<file path="src/rtl/alu_div_pkg.sv">
// rtl/alu_div_pkg.sv - shared state encoding and defaults for the sequential divider
package alu_div_pkg;

  localparam int DIV_WIDTH = 32;
  localparam int DIV_CNT_W = 6;

  // Every quotient bit takes this value on a divide by zero
  localparam logic DIV_ZERO_QUO_BIT = 1'b1;

  typedef enum logic [1:0] {
    IDLE = 2'd0,
    RUN  = 2'd1,
    FIX  = 2'd2,
    DONE = 2'd3
  } div_state_e;

endpackage

</file>
<file path="src/rtl/alu_div_step.sv">
// rtl/alu_div_step.sv - one restoring-division step: trial subtract of the divisor from R'
module alu_div_step #(
  parameter int WIDTH = 32
) (
  input  logic [WIDTH:0]   i_r_shift,
  input  logic [WIDTH-1:0] i_divisor,
  output logic [WIDTH-1:0] o_r_next,
  output logic             o_q_bit
);

  logic             w_carry_lo;
  logic [WIDTH-1:0] w_diff;
  logic             w_carry;

  assign {w_carry_lo, w_diff} = {1'b0, i_r_shift[WIDTH-1:0]} + {1'b0, ~i_divisor} + {{WIDTH{1'b0}}, 1'b1};
  // MSB column adds R'[WIDTH] to the inverted zero pad (1); no borrow means T >= 0
  assign w_carry  = i_r_shift[WIDTH] | w_carry_lo;
  assign o_q_bit  = w_carry;
  assign o_r_next = w_carry ? w_diff : i_r_shift[WIDTH-1:0];

endmodule

</file>
<file path="src/rtl/alu_seq_divider.sv">
// rtl/alu_seq_divider.sv - multi-cycle restoring divider, one quotient bit per clock
// ALU_DIV_SIGNED_EN selects two's-complement operands with a sign-fix state.
module alu_seq_divider
  import alu_div_pkg::*;
#(
  parameter int WIDTH = DIV_WIDTH,
  parameter int CNT_W = DIV_CNT_W
) (
  input  logic             clk_i,
  input  logic             rst_i,
  input  logic             start_i,
  input  logic [WIDTH-1:0] dividend_i,
  input  logic [WIDTH-1:0] divisor_i,
  output logic             busy_o,
  output logic             done_o,
  output logic [WIDTH-1:0] quotient_o,
  output logic [WIDTH-1:0] remainder_o,
  output logic             div_zero_o
);

  localparam logic [CNT_W-1:0] LAST_CNT = CNT_W'(WIDTH - 1);

  div_state_e       r_state, w_state_nxt;
  logic [WIDTH-1:0] r_rem;
  logic [WIDTH-1:0] r_quo;
  logic [WIDTH-1:0] r_div;
  logic [CNT_W-1:0] r_cnt;
  logic [WIDTH-1:0] r_quotient;
  logic [WIDTH-1:0] r_remainder;
  logic             r_div_zero;

  logic [WIDTH:0]   w_r_shift;
  logic [WIDTH-1:0] w_r_next;
  logic             w_q_bit;
  logic [WIDTH-1:0] w_quo_next;
  logic [WIDTH-1:0] w_dvd_load;
  logic [WIDTH-1:0] w_dvs_load;
  logic             w_last;

`ifdef ALU_DIV_SIGNED_EN
  logic r_sign_q;
  logic r_sign_r;
  assign w_dvd_load = dividend_i[WIDTH-1] ? -dividend_i : dividend_i;
  assign w_dvs_load = divisor_i[WIDTH-1]  ? -divisor_i  : divisor_i;
`else
  assign w_dvd_load = dividend_i;
  assign w_dvs_load = divisor_i;
`endif

  assign w_r_shift  = {r_rem, r_quo[WIDTH-1]};
  assign w_quo_next = {r_quo[WIDTH-2:0], w_q_bit};
  assign w_last     = (r_cnt == LAST_CNT);

  alu_div_step #(.WIDTH(WIDTH)) u_step (
    .i_r_shift (w_r_shift),
    .i_divisor (r_div),
    .o_r_next  (w_r_next),
    .o_q_bit   (w_q_bit)
  );

  always_ff @(posedge clk_i) begin
    if (rst_i) r_state <= IDLE;
    else       r_state <= w_state_nxt;
  end

  always_comb begin
    w_state_nxt = r_state;
    case (r_state)
      IDLE: if (start_i) w_state_nxt = (divisor_i == '0) ? DONE : RUN;
`ifdef ALU_DIV_SIGNED_EN
      RUN:  if (w_last) w_state_nxt = FIX;
`else
      RUN:  if (w_last) w_state_nxt = DONE;
`endif
      FIX:  w_state_nxt = DONE;
      DONE: w_state_nxt = IDLE;
      default: w_state_nxt = IDLE;
    endcase
  end

  always_ff @(posedge clk_i) begin
    if (rst_i) begin
      r_rem       <= '0;
      r_quo       <= '0;
      r_div       <= '0;
      r_cnt       <= '0;
      r_quotient  <= '0;
      r_remainder <= '0;
      r_div_zero  <= 1'b0;
`ifdef ALU_DIV_SIGNED_EN
      r_sign_q    <= 1'b0;
      r_sign_r    <= 1'b0;
`endif
    end else begin
      case (r_state)
        IDLE: if (start_i) begin
          r_rem <= '0;
          r_quo <= w_dvd_load;
          r_div <= w_dvs_load;
          r_cnt <= '0;
`ifdef ALU_DIV_SIGNED_EN
          r_sign_q <= dividend_i[WIDTH-1] ^ divisor_i[WIDTH-1];
          r_sign_r <= dividend_i[WIDTH-1];
`endif
          // Zero divisor skips RUN, so its results are published right here
          if (divisor_i == '0) begin
            r_quotient  <= {WIDTH{DIV_ZERO_QUO_BIT}};
            r_remainder <= dividend_i;
            r_div_zero  <= 1'b1;
          end
        end
        RUN: begin
          r_rem <= w_r_next;
          r_quo <= w_quo_next;
          r_cnt <= r_cnt + CNT_W'(1);
`ifndef ALU_DIV_SIGNED_EN
          if (w_last) begin
            r_quotient  <= w_quo_next;
            r_remainder <= w_r_next;
            r_div_zero  <= 1'b0;
          end
`endif
        end
`ifdef ALU_DIV_SIGNED_EN
        FIX: begin
          r_quotient  <= r_sign_q ? -r_quo : r_quo;
          r_remainder <= r_sign_r ? -r_rem : r_rem;
          r_div_zero  <= 1'b0;
        end
`endif
        default: ;
      endcase
    end
  end

  assign busy_o      = (r_state == RUN) || (r_state == FIX);
  assign done_o      = (r_state == DONE);
  assign quotient_o  = r_quotient;
  assign remainder_o = r_remainder;
  assign div_zero_o  = r_div_zero;

endmodule

</file>
<file path="config.mk">
export PLATFORM = sky130hd
export DESIGN_NAME = alu_seq_divider
export DESIGN_NICKNAME = d
export VERILOG_FILES = /design/src/rtl/alu_div_pkg.sv /design/src/rtl/alu_div_step.sv /design/src/rtl/alu_seq_divider.sv
export SDC_FILE = /design/constraint.sdc
export NUM_CORES = 1
export LEC_CHECK = 0
export CORE_UTILIZATION = 40
export CTS_CLUSTER_DIAMETER = 100
export DETAILED_ROUTE_END_ITERATION = 16
export SLEW_MARGIN = 20
export SYNTH_ARGS = -nofsm -noshare
export SYNTH_HDL_FRONTEND = slang
export SYNTH_SLANG_ARGS = --single-unit
</file>
<file path="constraint.sdc">
create_clock -name clk_i -period 4.2 [get_ports clk_i]
set_input_delay 0.84 -clock clk_i [delete_from_list [all_inputs] [get_ports clk_i]]
set_output_delay 0.84 -clock clk_i [all_outputs]
set_load 0.01 [all_outputs]
</file>
## Yosys cells after proc, flatten, opt, wreduce, memory -nomap -nowiden

Cells that the tools add are included.

- $add $sub $neg: 3
- Equality and inequality tests: 7
- Multiplexer cells: 23
- Bitwise logic cells: 2
- Reductions and logical operators: 8

Operators by type and width:

| kind | number |
|---|---|
| $mux W32 | 9 |
| $pmux W32 S2 | 4 |
| $add A32 B32 Y33 | 1 |
| $add A33 B1 Y33 const B | 1 |
| $logic_not A32 Y1 | 1 |
| $not A32 Y32 | 1 |
| $pmux W6 S2 | 1 |
| $pmux W2 S4 | 1 |
| $add A6 B1 Y6 const B | 1 |
| $eq A6 B5 Y1 const B | 1 |
| $mux W2 | 3 |
| $mux W6 | 1 |
| $ne A2 B2 Y1 const B | 3 |
| $reduce_and A2 Y1 | 3 |
| $eq A2 B2 Y1 const B | 2 |
| $reduce_and A4 Y1 | 1 |
| $mux W1 | 3 |
| $eq A2 B1 Y1 const B | 1 |
| $logic_not A2 Y1 | 1 |
| $pmux W1 S2 | 1 |
| $reduce_bool A2 Y1 | 1 |
| $logic_or A1 B1 Y1 | 1 |
| $or A1 B1 Y1 | 1 |

- Register bits: 169
- Bits of input ports: 67
- Output and inout port bits: 67
- Logic and storage cells: 51

## Logic depth before layout (Yosys ltp)

Gate-level depths: netlist (run 1).

- Depth in word-level cells: 7
- Mapped depth: 14
- Depth with buffers taken out: 12

## Modules after synthesis

Synthesis (run 1) repeated with hierarchy kept, for this count alone.

- Cells, all modules: 1085
- Area total of the unflattened synthesis: 8902.3 sq um

By module, submodules not included:

| module | instances | cells an instance | area an instance (sq um) | sequential area each (sq um) |
|---|---|---|---|---|
| alu_seq_divider | 1 | 751 | 6791.5 | 3383.2 |
| alu_div_step | 1 | 334 | 2110.8 | 0.0 |

## Least setup slack after synthesis (run 1)

OpenSTA, ideal clock, no wires.

- Kind: register to register
- Start: register r_quo[31]
- End: register r_remainder[26] (netlist: remainder_o[26])
- Library setup time: 0.074 ns
- Arrival: 2.802 ns
- Data required time: 4.126 ns
- Path slack: 1.324 ns
- Cell stages (with the launch flop): 15
- Buffers on the path: 2
- Clock period less this slack: 2.876 ns
- Cell sequence: dfxtp_1 > inv_1 > ha_1 > fa_1 > nor2b_1 > o211ai_1 > nand3b_1 > a21oi_2 > o31a_4 > o2111a_1 > buf_6 > buf_8 > nor4b_4 > o21ai_1 > a31oi_1

- Word-level cells in the longest chain between the ends: 6

RTL lines:

| what | RTL line | RTL |
|---|---|---|
| start, declared | alu_seq_divider.sv:25 | `logic [WIDTH-1:0] r_quo;` |
| start signal, assigned | alu_seq_divider.sv:98 | `r_quo <= w_dvd_load;` |
| start signal, assigned | alu_seq_divider.sv:114 | `r_quo <= w_quo_next;` |
| $add A32 B32 Y33 * | alu_div_step.sv:15 | `assign {w_carry_lo, w_diff} = {1'b0, i_r_shift[WIDTH-1:0]} + {1'b0, ~i_divisor} + {{WIDTH{1'b0}}, 1'b1};` |
| $add A33 B1 Y33 * | alu_div_step.sv:15 |  |
| $or A1 B1 Y1 | alu_div_step.sv:17 | `assign w_carry = i_r_shift[WIDTH] \| w_carry_lo;` |
| $mux W32 * | alu_div_step.sv:19 | `assign o_r_next = w_carry ? w_diff : i_r_shift[WIDTH-1:0];` |
| $mux W32 * | alu_seq_divider.sv:117 | `if (w_last) begin` |
| $pmux W32 S2 * | alu_seq_divider.sv:95 | `case (r_state)` |
| end signal, assigned | alu_seq_divider.sv:108 | `r_remainder <= dividend_i;` |
| end signal, assigned | alu_seq_divider.sv:119 | `r_remainder <= w_r_next;` |
| end, declared | alu_seq_divider.sv:29 | `logic [WIDTH-1:0] r_remainder;` |

Mark *: on every way between the ends. The rest lies on a longest branch, timed or not. The select of a mux whose other input is x is not followed.
A chain may end at the register's enable or synchronous reset.

## Final worst setup path (run 1)

- Start: register r_quo[31]
- End: register r_remainder[20] (netlist: remainder_o[20])

The elaborated chain is that of the path after synthesis.

==> results of run 1 <==
-- critical path: stages, from the launching register on --
cell and delay [ns]:
sky130_fd_sc_hd__dfxtp_1 0.38, sky130_fd_sc_hd__inv_1 0.06, sky130_fd_sc_hd__ha_1 0.23, sky130_fd_sc_hd__fa_1 0.42
sky130_fd_sc_hd__nor2b_1 0.18, sky130_fd_sc_hd__o211ai_1 0.13, sky130_fd_sc_hd__nand3b_1 0.13, sky130_fd_sc_hd__a21oi_2 0.12
sky130_fd_sc_hd__o31a_4 0.40, sky130_fd_sc_hd__o2111ai_2 0.16, sky130_fd_sc_hd__buf_4 0.33, sky130_fd_sc_hd__nand2_1 0.42
sky130_fd_sc_hd__a211oi_1 0.46, sky130_fd_sc_hd__o41ai_1 0.12
-- per-stage QoR --
stage	worst slack [ns]	instances	hold WS [ns]	cell area (sq um)	utilization
floorplan	1.32	1174	0.436	9160	-
global placement	0.560	1517	0.438	10600	0.480
CTS	0.549	1549	0.454	11200	0.506
finish	0.490	1549	0.451	11200	0.506
detailed placement	0.527	1517	0.445	10600	0.480
global route	0.313	1549	0.468	11200	0.506
-- routing by layer --
layer	vias up	GRT usage	wire (microns)
met5	-	0	0
met4	0	0.0467	238
met3	19	0.0380	1250
met2	237	0.337	11100
met1	4012	0.346	14000
li1	4373	-	-
-- flip-flops by register name, indices dropped and copies added, names as in the netlist --
signal and cells:
remainder_o 32, r_quo 32, r_cnt 6, r_state 2
div_zero_o 1, quotient_o 32, r_rem 32, r_div 32
-- cell families (layout without fill, tap and decap cells) --
logic type | after synthesis | after routing
xor gates and xnor gates | 30 | 30
muxes | 24 | 24
DFF | 169 | 169
AOI/OAI and AO/OA | 383 | 383
adders and majority gates | 39 | 39
buffers and inverters | 126 | 221
and+or+nand+nor | 403 | 403
-- worst max path at each step --
stage | cells past startpoint | endpoint | slack (ns)
after floorplan | 14 | remainder_o[26]$_SDFFE_PP0P_ | 1.32
after global placement | 13 | remainder_o[20]$_SDFFE_PP0P_ | 0.56
after detailed placement | 8 | remainder_o[15]$_SDFFE_PP0P_ | 0.53
after CTS | 13 | remainder_o[20]$_SDFFE_PP0P_ | 0.55
after global routing | 13 | remainder_o[20]$_SDFFE_PP0P_ | 0.31
final | 13 | remainder_o[20]$_SDFFE_PP0P_ | 0.49
-- power breakdown --
group,leakage (nW),switching [mW],internal (mW)
registers,1.38,0.282,2.00
logic,2.41,3.14,1.83
clock network,0.287,0.762,0.811
-- final cells by class --
class / count / area share
clock inverters: 14 / 0.0133
clock buffers: 18 / 0.0391
repair buffers: 149 / 0.130
well taps: 280 / 0.0312
inverters: 40 / 0.0134
multi-input cells: 879 / 0.471
flip-flops and latches: 169 / 0.302
-- synth_stat cells (13+ instances only) --
cell,instances
sky130_fd_sc_hd__nand2_1,186
sky130_fd_sc_hd__dfxtp_1,169
sky130_fd_sc_hd__a21oi_1,135
sky130_fd_sc_hd__nor2_1,80
sky130_fd_sc_hd__o21ai_0,76
sky130_fd_sc_hd__clkbuf_1,67
sky130_fd_sc_hd__a211oi_1,42
sky130_fd_sc_hd__inv_1,39
sky130_fd_sc_hd__ha_1,38
sky130_fd_sc_hd__nand3_1,36
sky130_fd_sc_hd__nor3_1,25
sky130_fd_sc_hd__mux2i_1,24
sky130_fd_sc_hd__a21boi_0,19
sky130_fd_sc_hd__o211ai_1,19
sky130_fd_sc_hd__xor2_1,17
sky130_fd_sc_hd__nor2b_1,13
sky130_fd_sc_hd__xnor2_1,13
==> out/summary.json, run 1 <==
{
  "area_fraction_in_and_or_nand_and_nor_cells_after_synthesis": {"value": 0.202},
  "total_power": {"value": 8.82, "unit": "mW"},
  "port_buffers": {"value": 133},
  "synth_fp_nets": {"value": 1280},
  "synth_xor_xnor_area_share": {"value": 0.0287},
  "yosys.area.top_type": {"value": "sky130_fd_sc_hd__dfxtp_1"},
  "routed_wl": {"value": 26600, "unit": "microns"},
  "drt_iter0_markers": {"value": 579},
  "hold_path_depth": {"value": 2},
  "vdd.ir_drop.worst": {"value": 0.419, "unit": "mV"},
  "mostFrequentLayoutCells": {"value": "186 x sky130_fd_sc_hd__nand2_1, 169 x sky130_fd_sc_hd__dfxtp_1, 135 x sky130_fd_sc_hd__a21oi_1"},
  "insertedDiodeCount": {"value": 0},
  "setup_viol_count_final": {"value": 0},
  "vias_per_cell": {"value": 5.58},
  "synth_compound_area_frac": {"value": 0.263},
  "dieHeight": {"value": 153, "unit": "microns"},
  "cts_hold_buf": {"value": 0},
  "seq_area": {"value": 3380, "unit": "sq um"},
  "detailedRoute.firstPassIterationCount": {"value": 5},
  "clock_sinks": {"value": 169},
  "avgSynthCellArea": {"value": 7.80, "unit": "sq um"},
  "dominant_combinational_cell_family_by_area_after_synthesis": {"value": "compound AO/OA/AOI/OAI gates"},
  "timing.clock.skew": {"value": 0.0134, "unit": "ns"},
  "hold-path-endpoint": {"value": "quotient_o[10]$_SDFFE_PP0P_"},
  "placeableCoreArea": {"value": 22200, "unit": "sq um"},
  "yosysWarnings": {"value": 0},
  "synthesis.instances": {"value": 1174},
  "critical_path_capture_point_type": {"value": "flip-flop"},
  "post_synth_edffs": {"value": 0},
  "wl_per_cell": {"value": 17.2, "unit": "microns"},
  "multi_input_comb_area": {"value": 5290, "unit": "sq um"},
  "asyncSetResetFlopFracSynth": {"value": 0},
  "cts_tree": {"value": "built"},
  "grtUsageTotal": {"value": 0.229},
  "ys_ff_latch": {"value": 169},
  "dp_hpwl": {"value": 19100, "unit": "microns"},
  "status": {"value": "finished clean"},
  "drive_gt1_frac": {"value": 0.0623},
  "synth_to_layout_area_growth": {"value": 22.5, "unit": "%"},
  "hold_path.class": {"value": "reg2reg"},
  "setup.reg_to_reg.worst_slack": {"value": 0.49, "unit": "ns"},
  "synth_cell_type_count": {"value": 63},
  "timing.reg2reg.worst_path_depth": {"value": 13},
  "finalMaxSlewViolations": {"value": 0},
  "worst_pin_slew": {"value": 1.02, "unit": "ns"},
  "rsz_0062_raised_after_global_routing": {"value": "no"},
  "total_negative_slack": {"value": 0, "unit": "ns"},
  "clock_slew_at_reported_path_ffs": {"value": 0.07, "unit": "ns"},
  "mostFrequentLayoutCell": {"value": "sky130_fd_sc_hd__nand2_1"},
  "synth_sequential_area_ratio": {"value": 0.370},
  "vias": {"value": 8641},
  "site_rows": {"value": 54},
  "synth.cell_area": {"value": 9160, "unit": "sq um"},
  "synth_flop_cell": {"value": "sky130_fd_sc_hd__dfxtp_1"},
  "crit_arrival": {"value": 3.99, "unit": "ns"},
  "critPathLaunchType": {"value": "flip-flop"},
  "power-per-cell-area": {"value": 787, "unit": "nW/um^2"},
  "die_area": {"value": 23500, "unit": "sq um"},
  "startpoint_of_the_tightest_hold_check_path": {"value": "quotient_o[10]$_SDFFE_PP0P_"},
  "synth_adder_area_share": {"value": 0.0541},
  "number_of_gates_given_a_new_drive_strength_after_cts": {"value": 0},
  "grt_overflow": {"value": 0},
  "final_critical_path_time_including_i_o_delays_and_setup": {"value": 3.71, "unit": "ns"},
  "insertion_delay": {"value": 0.44, "unit": "ns"},
  "worstReg2RegEnd": {"value": "remainder_o[20]$_SDFFE_PP0P_"},
  "grt_max_degree": {"value": 92},
  "number_of_hold_violations_in_the_final_report": {"value": 0},
  "post_synth_mux_area_share": {"value": 0.0262},
  "cts_post_setup_buffers_inserted": {"value": 0},
  "tritoncts.num_buffers": {"value": 17},
  "number_of_antenna_violations_at_the_first_check_in_global_routing": {"value": 0},
  "final.period_utilization": {"value": 0.883},
  "clock_path_buffers": {"value": 2},
  "global_route_wire_length_before_repair": {"value": 43100, "unit": "microns"},
  "fp.dieW": {"value": 153, "unit": "microns"},
  "pin_count": {"value": 134},
  "cts.root.buffer_cell": {"value": "sky130_fd_sc_hd__clkbuf_16"},
  "critPathMaxFanout": {"value": 31},
  "slew_hr": {"value": 0.318},
  "maxCapViolCount": {"value": 0},
  "synth.area.top_cells": {"value": "sky130_fd_sc_hd__dfxtp_1 37%, sky130_fd_sc_hd__nand2_1 7.6%, sky130_fd_sc_hd__a21oi_1 7.4%"},
  "place_congestion": {"value": 0.842},
  "fmax": {"value": 270, "unit": "MHz"},
  "ant_nets": {"value": 0},
  "critPathLaunch": {"value": "r_quo[31]$_SDFFE_PP0P_"},
  "worst-setup-path-type": {"value": "reg2reg"},
  "fill_cells": {"value": 2251},
  "endpoint_required_time_on_the_critical_path": {"value": 4.48, "unit": "ns"},
  "floorplan.initialDensity": {"value": 0.413},
  "r2r-start": {"value": "r_quo[31]$_SDFFE_PP0P_"},
  "nNetsFinal": {"value": 1362},
  "synth_largest_type_area_fraction": {"value": 0.370},
  "cts-htree-levels": {"value": 4},
  "static_leakage": {"value": 4.07, "unit": "nW"},
  "grt_pass1_vias": {"value": 7932},
  "detail_route.drc_violations": {"value": 0}
}
Note: power is estimated with default switching activity, not from simulation.
==> inputs of run 2 (changes only) <==
- CTS_CLUSTER_DIAMETER: 100 -> default
- SLEW_MARGIN: 20 -> default
==> results of run 2 <==
No change in the layout: final DEF, timing and power equal those of run 1.
==> inputs of run 3 (changes only) <==
- SLEW_MARGIN: default -> 20
==> results of run 3 <==
No change in the layout: final DEF, timing and power equal those of run 1.
